===== src/rtl/life_col_n.sv =====
// Parametrised Conway B3/S23 column: ROWS cells stepped together, with optional
// vertical wrap, generation/population counters, stable flag and single-step handshake.

module life_cell (
  input  logic [7:0] i_nb,
  input  logic       i_alive,
  output logic       o_next
);
  logic [3:0] w_cnt;

  always_comb begin
    w_cnt = '0;
    for (int i = 0; i < 8; i++) w_cnt = w_cnt + 4'(i_nb[i]);
    o_next = (w_cnt == 4'd3) | (i_alive & (w_cnt == 4'd2));
  end
endmodule

module life_col_n #(
  parameter int ROWS  = 4,
  parameter int GEN_W = 16,
  parameter int WRAP  = 0
) (
  input  logic                       clk,
  input  logic                       reset,
  input  logic [ROWS-1:0]            w_col,
  input  logic [ROWS-1:0]            e_col,
  input  logic                       n,
  input  logic                       s,
  input  logic                       ne,
  input  logic                       nw,
  input  logic                       se,
  input  logic                       sw,
  input  logic                       enable,
  input  logic                       step,
  output logic                       step_done,
  input  logic                       write_enb,
  input  logic                       val,
  input  logic [$clog2(ROWS)-1:0]    row,
  input  logic                       scan,
  input  logic [ROWS-1:0]            scan_val,
  output logic [ROWS-1:0]            alive_col,
  output logic [GEN_W-1:0]           gen_count,
  output logic [$clog2(ROWS+1)-1:0]  pop_count,
  output logic                       stable
);
  localparam int PW = $clog2(ROWS+1);

  typedef enum logic [1:0] {S_IDLE, S_DONE, S_HOLD} state_t;

  logic [ROWS-1:0]  r_alive;
  logic [GEN_W-1:0] r_gen;
  logic             r_stable;
  state_t           r_state;
  state_t           w_state_nxt;
  logic             w_step_acc;
  logic             w_gen;
  logic             w_row_ok;
  logic [ROWS-1:0]  w_next;
  logic [PW-1:0]    w_pop;
  logic             w_unused_nb;

  // Off-column neighbours are dead inputs in a wrapped build.
  assign w_unused_nb = ^{n, s, ne, nw, se, sw};

  for (genvar r = 0; r < ROWS; r++) begin : g_row
    localparam int RN = (r == 0)      ? ROWS-1 : r-1;
    localparam int RS = (r == ROWS-1) ? 0      : r+1;
    logic [2:0] w_north, w_south;

    if (WRAP == 0 && r == 0) begin : g_n_edge
      assign w_north = {nw, n, ne};
    end else begin : g_n_int
      assign w_north = {w_col[RN], r_alive[RN], e_col[RN]};
    end

    if (WRAP == 0 && r == ROWS-1) begin : g_s_edge
      assign w_south = {sw, s, se};
    end else begin : g_s_int
      assign w_south = {w_col[RS], r_alive[RS], e_col[RS]};
    end

    life_cell u_cell (
      .i_nb    ({w_north, w_south, w_col[r], e_col[r]}),
      .i_alive (r_alive[r]),
      .o_next  (w_next[r])
    );
  end

  // A step is only accepted when nothing of higher priority claims this edge.
  always_comb begin
    w_state_nxt = r_state;
    w_step_acc  = 1'b0;
    case (r_state)
      S_IDLE: if (step && !enable && !scan && !write_enb) begin
        w_step_acc  = 1'b1;
        w_state_nxt = S_DONE;
      end
      S_DONE: w_state_nxt = step ? S_HOLD : S_IDLE;
      S_HOLD: if (!step) w_state_nxt = S_IDLE;
      default: w_state_nxt = S_IDLE;
    endcase
  end

  always_ff @(posedge clk) begin
    if (!reset) r_state <= S_IDLE;
    else        r_state <= w_state_nxt;
  end

  assign w_gen    = enable | w_step_acc;
  assign w_row_ok = (32'(row) < ROWS);

  always_ff @(posedge clk) begin
    if (!reset) begin
      r_alive  <= '0;
      r_gen    <= '0;
      r_stable <= 1'b0;
    end else if (scan) begin
      r_alive  <= scan_val;
      r_stable <= 1'b0;
    end else if (write_enb) begin
      if (w_row_ok) begin
        r_alive[row] <= val;
        r_stable     <= 1'b0;
      end
    end else if (w_gen) begin
      r_alive  <= w_next;
      r_gen    <= r_gen + GEN_W'(1);
      r_stable <= (w_next == r_alive);
    end
  end

  always_comb begin
    w_pop = '0;
    for (int i = 0; i < ROWS; i++) w_pop = w_pop + PW'(r_alive[i]);
  end

  assign alive_col = r_alive;
  assign gen_count = r_gen;
  assign pop_count = w_pop;
  assign stable    = r_stable;
  assign step_done = (r_state == S_DONE);
endmodule

===== config.mk =====
export PLATFORM = sky130hd
export DESIGN_NAME = life_col_n
export DESIGN_NICKNAME = d
export VERILOG_FILES = /design/src/rtl/life_col_n.sv
export SDC_FILE = /design/constraint.sdc
export NUM_CORES = 1
export LEC_CHECK = 0
export BUFFER_PORTS_ARGS = -buffer_cell sky130_fd_sc_hd__buf_2
export CORE_AREA = 2 2 71 73
export DETAILED_ROUTE_END_ITERATION = 10
export DIE_AREA = 0 0 73 75
export PLACE_DENSITY = 0.69
export SLEW_MARGIN = 40
export SYNTH_ARGS = -nofsm -noshare
export SYNTH_HDL_FRONTEND = slang
export SYNTH_SLANG_ARGS = --single-unit

===== constraint.sdc =====
create_clock -name clk -period 4 [get_ports clk]
set_input_delay 0.6 -clock clk [delete_from_list [all_inputs] [get_ports clk]]
set_output_delay 0.6 -clock clk [all_outputs]
set_load 0.01 [all_outputs]

==> reports/qor.csv, run 1 <==
stage;metric;value;unit
setup_path;critPathCaptureType;register;
timing;hold_violations;0;
timing;finalWorstSetupSlack;0.305;ns
timing;holdWs;0.469;ns
timing;slew_violations;0;
drt;vias_per_cell;5.25;
synth;synth_area_leaders;dfxtp_1 (22%), fa_1 (16%), ha_1 (9.1%);
timing;period_share;92.4;%
setup_path;crit_path_max_fanout;3;
grt;antenna_found_initial;0;
power;p_seq_share;33.5;%
placement;port_buffers;51;
min_path;hold_depth;2;
setup_path;start_kind;input pin;
placement;hpwlAfterDp;3720;µm
clock_tree;worstSkewPairLatency;0.27;ns
grt;grt_pass1_wl;7760;µm
synth;synth_top_area_share;22.2;%
drt;wire_per_inst;13.1;µm
power;switching_share;37.6;%
synth;synthesis.nets;299;
power;powerDensity;301;nW/µm²
placement;gp_congestion;0.804;
timing;fmax;0.271;GHz
synth;ys_seq_elements;23;
grt;grt_start_max_net_pins;20;
die;initial_core_util;44.4;%
synth;synth_top_cell_by_area;dfxtp_1;
clock_tree;postCtsResizedCells;0;
clock_tree;cts_tree;done;
drt;routed_wl;4490;µm
placement;pre_cts_slack;0.0428;ns
setup_path;critPathArrivalTime;3.87;ns
synth;yosysWarningCount;0;
power;internal_power;452;µW
synth;syn_area;2070;µm²
drt;drt-initial-drc-count;91;
timing;fin_skew;0.00530;ns
grt;grt_use_total;17.9;%
synth;yosys-top-cells-count;inv_1 (45), dfxtp_1 (23), nor2_1 (20), fa_1 (17), ha_1 (15);
final_layout;nets;349;
grt;grt_pass1_vias;1710;
synth;ys_types;47;
clock_tree;cts_sinks;23;
power;p_total;723;µW
clock_tree;htreeDepth;1;
die;dieHeight;75;µm
placement;placed_cell_area;2350;µm²
die;die_width;73;µm
setup_path;rr_worst_depth;11;
timing;fin_crit;3.69;ns
synth;yosysMostFrequentCell;inv_1;
drt;drt-pass1-iter-count;4;
power;pwr-share-comb;46.1;%
die;die_area;5480;µm²
clock_tree;cts_made_buffers;3;
synth;syn_area_per_cell;8.63;µm²
final_layout;num-fill-cells;465;
clock_tree;cts_root_buffer;clkbuf_8;
power;p_clk_share;20.4;%
clock_tree;clk_pin_slew_worst_paths;0.08;ns
clock_tree;post_cts.repair.setup_buffers;0;
clock_tree;cts_max_path_buffers;2;
clock_tree;ctsHoldBuffers;0;
drt;route.detailed.drc;0;
power;ir_drop;0.000142;V
flow_run;maxCapViolations;0;
synth;synth_seq_area_share;22.2;%
final_layout;antenna_cells;0;
die;io_pins;52;
synth;ys.flop_type;dfxtp_1;
synth;async_reset_ff_share;0;%
setup_path;path_class;input pin to register;
power;p_sw;272;µW
timing;tightest_slew;0.614;ns
run_status;outcome;complete, no violations;
drt;final_antenna_net_count;0;
final_layout;design_area;2400;µm²
timing;slew-limit-headroom;59.0;%
drt;num_vias;1800;
timing;setup_tns;0;ns
setup_path;critPathRequiredTime;4.18;ns
min_path;hp-class;register to register;
synth;netlist_instances;240;
power;power.leakage;0.00117;µW
timing;grt_setup_unrepaired;false;
die;fp-row-count;25;
final_layout;drive_gt1_share;21.8;%
synth;synth-edff-count;0;
grt;grt_overflow;0;
timing;finalSetupViolCount;0;
die;core;4660;µm²
final_layout;synthToLayoutAreaGrowth;16.0;%
## cells by family after synthesis
group,synth area share [%]
and+or+nand+nor,21.2
AOI/OAI and AO/OA,14.7
DFF,22.2
buffers and inverters,10.2
xor gates and xnor gates,4.65
muxes,1.45
adders and majority gates,25.5
## per-layer routing
layer / vias up / GRT usage, % / wire length (µm)
li1: 914 / - / -
met1: 833 / 24.5 / 2160
met2: 45 / 29.5 / 2090
met3: 8 / 2.01 / 155
met4: 0 / 5.76 / 88
met5: - / 0 / 0
## power by group through the flow
stage	sequential, µW	clock (µW)	combinational (µW)
finish	243	147	334
floorplan	247	0	246
CTS	243	149	334
detailed placement	248	0	332
global placement	248	0	316
global route	244	161	383
## area by class of cell
type                            count  area, µm²  area share (%)
Multi-Input combinational cell    165       1400            58.3
Sequential cell                    23        460            19.2
Timing Repair Buffer               51        255            10.6
Inverter                           46        173            7.19
Tap cell                           54       67.6            2.81
Clock buffer                        3       41.3            1.72
Clock inverter                      1       5.00           0.208
## stage by stage
step                      utilization (%)  instances
after floorplan                         -        240
after global placement               50.5        339
after detailed placement             50.5        339
after CTS                            51.5        343
after global routing                 51.5        343
final                                51.5        343
## placed cells by master (no fill, tap or decap), drive strengths merged, types with 3 or more instances in the layout
| cell | n |
|---|---|
| buf | 51 |
| inv | 45 |
| dfxtp | 23 |
| nor2 | 21 |
| fa | 17 |
| ha | 15 |
| nand2 | 12 |
| o21ai | 12 |
| a21oi | 10 |
| a211oi | 6 |
| nor3 | 6 |
| nand4 | 6 |
| xor2 | 6 |
| or3 | 5 |
| xnor2 | 5 |
| nor4b | 4 |
| nand3 | 3 |
| and3 | 3 |
| mux2i | 3 |
| clkbuf | 3 |
## sequential cells by signal (all words and copies together), names as in the netlist
signal and cells:
alive_col 4, gen_count 16, r_state 2, stable 1
## path summary, 6_finish.rpt
path                     start      endpoint  slack (ns)
setup / recovery      w_col[0]  alive_col[0]        0.31
hold / removal          stable        stable        0.47
setup reg to reg  alive_col[1]  alive_col[0]        0.87
hold reg to reg         stable        stable        0.47
## worst max-delay path, stage by stage
cell       delay (ns)
buf_2            0.11
ha_1             0.28
inv_1            0.07
fa_1             0.43
fa_1             0.49
inv_1            0.05
fa_1             0.39
inv_1            0.09
fa_1             0.44
nor4b_1          0.33
a22oi_1          0.18
nor2_1           0.16
a2111oi_2        0.05
a211oi_1         0.20
Power figures use the tool's default switching activity.
==> run 2: changes to the inputs <==
Settings changed: ABC_AREA from default to 1, CORE_AREA 2 2 71 73 to 2 2 73 75, DIE_AREA 0 0 73 75 to 0 0 75 77.
==> run 2 against run 1 <==
  * Synthesized cell count is 32% higher
  * Via count is 9.9% higher
  * Die area is 5.5% higher
  * First-iteration DRC count is 41% higher
  * Global-route usage is 0.30 points higher
  * Non-clock buffer count stayed put
  * Maximum frequency is 4.6% higher
  * Clock-buffer cell count is 1 higher
  * Critical endpoint is now stable
  * Largest cell class unchanged
==> reports/qor.csv, run 2 <==
stage;metric;value;unit;change
clock_tree;post_cts.repair.setup_buffers;0;;unchanged
timing;period_share;88.3;%;was 92.4%
power;pwr-share-comb;44.3;%;was 46.1%
final_layout;synthToLayoutAreaGrowth;14.9;%;was 16.0%
grt;grt_pass1_vias;1858;;was 1710
timing;slew_violations;0;;unchanged
final_layout;final_cell_mix;nand2_1 (77), inv_1 (67), buf_2 (51);;was buf_2 (51), inv_1 (45), dfxtp_1 (23)
timing;finalWorstSetupSlack;0.468;ns;was 0.305 ns
synth;ys.flop_type;dfxtp_1;;unchanged
synth;synthesis.nets;376;;was 299
die;initial_core_util;44.1;%;was 44.4%
grt;grt_overflow;0;;unchanged
timing;grt_setup_unrepaired;false;;unchanged
setup_path;critPathArrivalTime;3.73;ns;was 3.87 ns
placement;hpwlAfterDp;3960;µm;was 3720 µm
run_status;outcome;complete, no violations;;unchanged
power;ir_drop;0.000136;V;was 0.000142 V
clock_tree;postCtsResizedCells;0;;unchanged
clock_tree;clk_pin_slew_worst_paths;0.08;ns;about the same
timing;fin_skew;0.00157;ns;was 0.00530 ns
min_path;hp-class;register to register;;unchanged
grt;grt_pass1_wl;8320;µm;was 7760 µm
die;die_width;75;µm;was 73 µm
synth;synth_area_leaders;dfxtp_1 (21%), fa_1 (15%), nand2_1 (13%);;was dfxtp_1 (22%), fa_1 (16%), ha_1 (9.1%)
synth;async_reset_ff_share;0;%;unchanged
grt;antenna_found_initial;0;;unchanged
drt;num_vias;1978;;was 1800
clock_tree;ctsHoldBuffers;0;;unchanged
setup_path;start_kind;input pin;;unchanged
synth;syn_area;2200;µm²;was 2070 µm²
power;powerDensity;275;nW/µm²;was 301 nW/µm²
drt;drt-initial-drc-count;128;;was 91
setup_path;timing.rr.end;stable;;was alive_col[0]
setup_path;r2r_slack;1.10;ns;was 0.87 ns
power;switching_share;37.5;%;was 37.6%
drt;drt-pass1-iter-count;4;;unchanged
synth;yosys-top-cells-count;nand2_1 (77), inv_1 (67), nor2_1 (38), dfxtp_1 (23), fa_1 (17);;was inv_1 (45), dfxtp_1 (23), nor2_1 (20), fa_1 (17), ha_1 (15)
clock_tree;cts_root_buffer;clkbuf_8;;unchanged
min_path;hold_depth;1;;was 2
drt;final_antenna_net_count;0;;unchanged
power;p_clk_share;20.8;%;was 20.4%
die;dieHeight;77;µm;was 75 µm
power;p_seq_share;34.9;%;was 33.5%
synth;yosysWarningCount;0;;unchanged
die;core;4980;µm²;was 4660 µm²
timing;fmax;0.283;GHz;was 0.271 GHz
power;p_sw;260;µW;was 272 µW
placement;place_inst;430;;was 339
drt;route.detailed.drc;0;;unchanged
final_layout;layout.cells.non_filler;434;;was 343
timing;finalSetupViolCount;0;;unchanged
die;io_pins;52;;unchanged
setup_path;rr_worst_depth;15;;was 11
synth;synth_top_cell_by_area;dfxtp_1;;unchanged
final_layout;nets;424;;was 349
min_path;worst_hold_startpoint;r_state[1];;was stable
synth;synth_top_area_share;21.0;%;was 22.2%
timing;tightest_slew;0.461;ns;was 0.614 ns
final_layout;drive_gt1_share;19.2;%;was 21.8%
final_layout;antenna_cells;0;;unchanged
clock_tree;cts_tree;done;;unchanged
final_layout;largest_register_ffs;16;;unchanged
clock_tree;cts_made_buffers;3;;unchanged
placement;port_buffers;51;;unchanged
synth;yosysMostFrequentCell;nand2_1;;was inv_1
power;power.leakage;0.00131;µW;was 0.00117 µW
timing;setup_tns;0;ns;unchanged
synth;netlist_instances;317;;was 240
synth;ys_types;29;;was 47
setup_path;critPathCaptureType;register;;unchanged
power;internal_power;434;µW;was 452 µW
setup_path;crit_path_max_fanout;2;;was 3
timing;hold_violations;0;;unchanged
final_layout;final_common_cell;nand2_1;;was buf_2
synth;synth_seq_area_share;21.0;%;was 22.2%
setup_path;path_class;input pin to register;;unchanged
timing;slew-limit-headroom;69.2;%;was 59.0%
clock_tree;worstSkewPairLatency;0.26;ns;was 0.27 ns
clock_tree;cts_sinks;23;;unchanged
die;fp-row-count;26;;was 25
setup_path;critPathRequiredTime;4.20;ns;was 4.18 ns
synth;synth-edff-count;0;;unchanged
placement;gp_congestion;0.873;;was 0.804
drt;routed_wl;4780;µm;was 4490 µm
clock_tree;cts_max_path_buffers;2;;unchanged
timing;fin_crit;3.53;ns;was 3.69 ns
min_path;min_to;r_state[1];;was stable
flow_run;maxCapViolations;0;;unchanged
drt;vias_per_cell;4.56;;was 5.25
grt;grt_start_max_net_pins;14;;was 20
drt;wire_per_inst;11.0;µm;was 13.1 µm
synth;syn_area_per_cell;6.93;µm²;was 8.63 µm²
die;die_area;5780;µm²;was 5480 µm²
synth;ys_seq_elements;23;;unchanged
setup_path;rr_startpoint;alive_col[2];;was alive_col[1]
grt;grt_use_total;18.2;%;was 17.9%
clock_tree;htreeDepth;1;;unchanged
placement;pre_cts_slack;0.204;ns;was 0.0428 ns
[run 2: changes by cell type in the layout (fill, tap and decap cells not counted), moves of 5 or more]
cell and delta:
or3_1 -5, inv_1 +22, nand4_1 -5, nand2_1 +65
nand3_1 +11, a211oi_1 -6, nor2_1 +18, a21oi_2 +6
[run 2: worst max-delay path by stage]
| stage | slack (ns) | end | from |
|---|---|---|---|
| after detailed placement | 0.20 | stable | w_col[3] |
| after CTS | 0.46 | stable | w_col[3] |
| after global routing | 0.23 | stable | w_col[3] |
| final | 0.47 | stable | w_col[3] |
| after floorplan | 0.58 | stable | w_col[1] |
| after global placement | 0.26 | stable | w_col[3] |
[run 2: power by group through the flow]
stage / sequential [µW] / combinational, µW / clock, µW
2_1_floorplan: 246 / 236 / 0
3_3_place_gp: 247 / 301 / 0
3_5_place_dp: 247 / 311 / 0
4_1_cts: 242 / 313 / 155
5_1_grt: 243 / 366 / 161
6_report: 242 / 307 / 145
[run 2: layer usage]
layer	vias up	GRT usage, %	wire, µm	part of all wire [%]
met4	0	4.29	41	0.86
li1	1057	-	-	-
met1	879	26.5	2380	50
met3	4	2.63	205	4.3
met5	-	0	0	0
met2	38	28.0	2160	45
[run 2: worst max-delay path: stages]
cell	delay, ns
buf_2	0.12
ha_1	0.28
inv_1	0.07
fa_1	0.42
fa_1	0.50
inv_1	0.06
fa_1	0.41
inv_1	0.09
fa_1	0.41
inv_1	0.06
o21ai_0	0.07
nor2_1	0.14
nand2_1	0.10
nand2_1	0.07
nand2_1	0.06
nor2_1	0.09
nand3_1	0.08
a21oi_1	0.11
[run 2: cell type report]
type                       instances  area, µm²
multi-input combinational        218       1420
tap                               70       87.6
inverter                          68        255
timing repair buffer              51        255
sequential                        23        460
clock buffer                       4       45.0
fill                             502       2450
[run 2: stage by stage]
step	instance area [µm²]	power (µW)	hold slack, ns	utilization (%)
after global placement	2480	548	0.438	49.8
after global routing	2520	771	0.491	50.7
final	2520	694	0.456	50.7
after floorplan	2200	482	0.427	-
after CTS	2520	710	0.454	50.7
after detailed placement	2480	558	0.442	49.8
[run 2: cells by family (layout without fill, tap and decap cells)]
logic type / count (synthesis) / in the layout / share of synthesized area, %
adder cells (fa/ha/maj): 32 / 32 / 24.0
flip-flops: 23 / 23 / 21.0
AO/OA/AOI/OAI: 31 / 31 / 9.00
AND/OR/NAND/NOR: 148 / 148 / 28.8
buffers and inverters: 76 / 123 / 14.4
XOR/XNOR: 7 / 7 / 2.79
==> run 3: changes to the inputs <==
Settings changed: PLACE_DENSITY 0.69 to 0.71.
==> run 3 against run 2 <==
  * Cell area unchanged
  * Non-clock buffer count unchanged
  * Worst setup slack improved by 0.069 ns
  * Register-to-register slack gained 0.06 ns
  * Global-route usage decreased by 0.14 points
  * Cell count did not move
  * Utilization did not move
  * Clock skew increased by 0.0031 ns
  * Sequential share of layout area stayed put
  * Sequential power hardly changed
  * Critical endpoint unchanged
  * Highest routed layer unchanged
==> reports/qor.csv, run 3 (same netlist as run 2, synthesis figures left out) <==
stage;metric;value;unit;change
power;p_sw;267;µW;was 260 µW
final_layout;design_area;2520;µm²;unchanged
timing;finalSetupViolCount;0;;unchanged
final_layout;multiInputGateArea;1420;µm²;unchanged
setup_path;critPathArrivalTime;3.67;ns;was 3.73 ns
timing;grt_setup_unrepaired;false;;unchanged
die;initial_core_util;44.1;%;unchanged
drt;drt-initial-drc-count;88;;was 128
final_layout;antenna_cells;0;;unchanged
timing;finalWorstSetupSlack;0.537;ns;was 0.468 ns
min_path;worst_hold_startpoint;r_state[0];;was r_state[1]
drt;num_vias;2019;;was 1978
setup_path;r2r_slack;1.16;ns;was 1.10 ns
setup_path;start_kind;input pin;;unchanged
final_layout;seq_area;460;µm²;unchanged
setup_path;path_class;input pin to register;;unchanged
drt;routed_wl;4770;µm;was 4780 µm
clock_tree;cts_root_buffer;clkbuf_8;;unchanged
power;internal_power;435;µW;was 434 µW
timing;tightest_slew;0.459;ns;was 0.461 ns
setup_path;critPathCaptureType;register;;unchanged
placement;gp_congestion;0.896;;was 0.873
final_layout;nets;424;;unchanged
min_path;min_to;r_state[1];;unchanged
timing;fin_skew;0.00465;ns;was 0.00157 ns
min_path;hold_depth;1;;unchanged
placement;port_buffers;51;;unchanged
timing;fmax;0.289;GHz;was 0.283 GHz
drt;route.detailed.drc;0;;unchanged
final_layout;final_common_cell;nand2_1;;unchanged
timing;slew-limit-headroom;69.4;%;was 69.2%
setup_path;crit_path_max_fanout;3;;was 2
power;p_seq_share;34.4;%;was 34.9%
placement;placed_cell_area;2480;µm²;unchanged
die;io_pins;52;;unchanged
run_status;outcome;complete, no violations;;unchanged
final_layout;final_util;50.7;%;unchanged
die;core;4980;µm²;unchanged
setup_path;rr_startpoint;alive_col[2];;unchanged
setup_path;timing.rr.end;stable;;unchanged
clock_tree;ctsHoldBuffers;0;;unchanged
grt;grt_overflow;0;;unchanged
timing;fin_crit;3.46;ns;was 3.53 ns
final_layout;drive_gt1_share;19.2;%;unchanged
power;pwr-share-comb;44.4;%;was 44.3%
final_layout;synthToLayoutAreaGrowth;14.9;%;unchanged
timing;period_share;86.6;%;was 88.3%
clock_tree;cts_max_path_buffers;2;;unchanged
timing;setup_tns;0;ns;unchanged
clock_tree;htreeDepth;1;;unchanged
clock_tree;post_cts.repair.setup_buffers;0;;unchanged
die;fp-row-count;26;;unchanged
final_layout;num-fill-cells;529;;was 502
drt;wire_per_inst;11.0;µm;about the same
power;power.leakage;0.00131;µW;unchanged
min_path;hp-class;register to register;;unchanged
die;dieHeight;77;µm;unchanged
placement;pre_cts_slack;0.242;ns;was 0.204 ns
flow_run;maxCapViolations;0;;unchanged
timing;holdWs;0.464;ns;was 0.456 ns
grt;antenna_found_initial;0;;unchanged
clock_tree;clk_pin_slew_worst_paths;0.09;ns;was 0.08 ns
grt;grt_pass1_wl;8480;µm;was 8320 µm
drt;final_antenna_net_count;0;;unchanged
clock_tree;worstSkewPairLatency;0.27;ns;was 0.26 ns
drt;vias_per_cell;4.65;;was 4.56
final_layout;largest_register_ffs;16;;unchanged
clock_tree;cts_made_buffers;3;;unchanged
die;die_area;5780;µm²;unchanged
grt;grt_start_max_net_pins;14;;unchanged
final_layout;final_cell_mix;nand2_1 (77), inv_1 (67), buf_2 (51);;unchanged
timing;hold_violations;0;;unchanged
grt;grt_pass1_vias;1960;;was 1858
power;switching_share;38.0;%;was 37.5%
grt;grt_use_total;18.0;%;was 18.2%
timing;slew_violations;0;;unchanged
power;p_clk_share;21.2;%;was 20.8%
die;die_width;75;µm;unchanged
clock_tree;cts_sinks;23;;unchanged
setup_path;rr_worst_depth;14;;was 15
placement;hpwlAfterDp;3970;µm;was 3960 µm
clock_tree;cts_tree;done;;unchanged
setup_path;critPathRequiredTime;4.21;ns;was 4.20 ns
drt;drt-pass1-iter-count;4;;unchanged
power;ir_drop;0.000110;V;was 0.000136 V
clock_tree;postCtsResizedCells;0;;unchanged
power;powerDensity;278;nW/µm²;was 275 nW/µm²
## run 3: how the worst max path moves through the flow
stage	startpoint	endpoint	slack (ns)	cells past startpoint
finish	e_col[1]	stable	0.54	17
global route	e_col[1]	stable	0.34	17
CTS	e_col[1]	stable	0.52	17
detailed placement	e_col[1]	stable	0.24	17
global placement	e_col[1]	stable	0.32	17
floorplan	w_col[1]	stable	0.58	16
## run 3: area by class of cell
| cell class | count | area share (%) |
|---|---|---|
| well taps | 70 | 3.47 |
| multi-input cells | 218 | 56.3 |
| inverters | 68 | 10.1 |
| repair buffers | 51 | 10.1 |
| clock buffers | 4 | 1.78 |
| flip-flops and latches | 23 | 18.2 |
## run 3: per-stage QoR
stage,cells,total power (µW)
after detailed placement,430,560
after global routing,434,773
after CTS,434,711
after global placement,430,545
after floorplan,317,482
final,434,702
## run 3: critical path: stages
cell and delay [ns]:
buf_2 0.13, ha_1 0.27, inv_1 0.04, fa_1 0.46, fa_1 0.50, inv_1 0.05, fa_1 0.38, inv_1 0.08
fa_1 0.40, o21bai_1 0.16, nor2_1 0.12, nand2_1 0.08, nand2_1 0.06, nand2_1 0.04, nor2_1 0.10, nand3_1 0.08
a21oi_1 0.12
## run 3: power by group through the flow
stage,combinational (µW),sequential (µW),clock [µW]
after floorplan,236,246,0
after global placement,298,247,0
after detailed placement,313,247,0
after CTS,315,242,154
after global routing,366,243,164
final,312,241,149
## run 3: layer usage
metal	global-route usage [%]	wire (µm)	vias up
li1	-	-	1058
met1	25.5	2250	913
met2	30.3	2310	43
met3	1.18	178	5
met4	2.86	31	0
met5	0	0	-
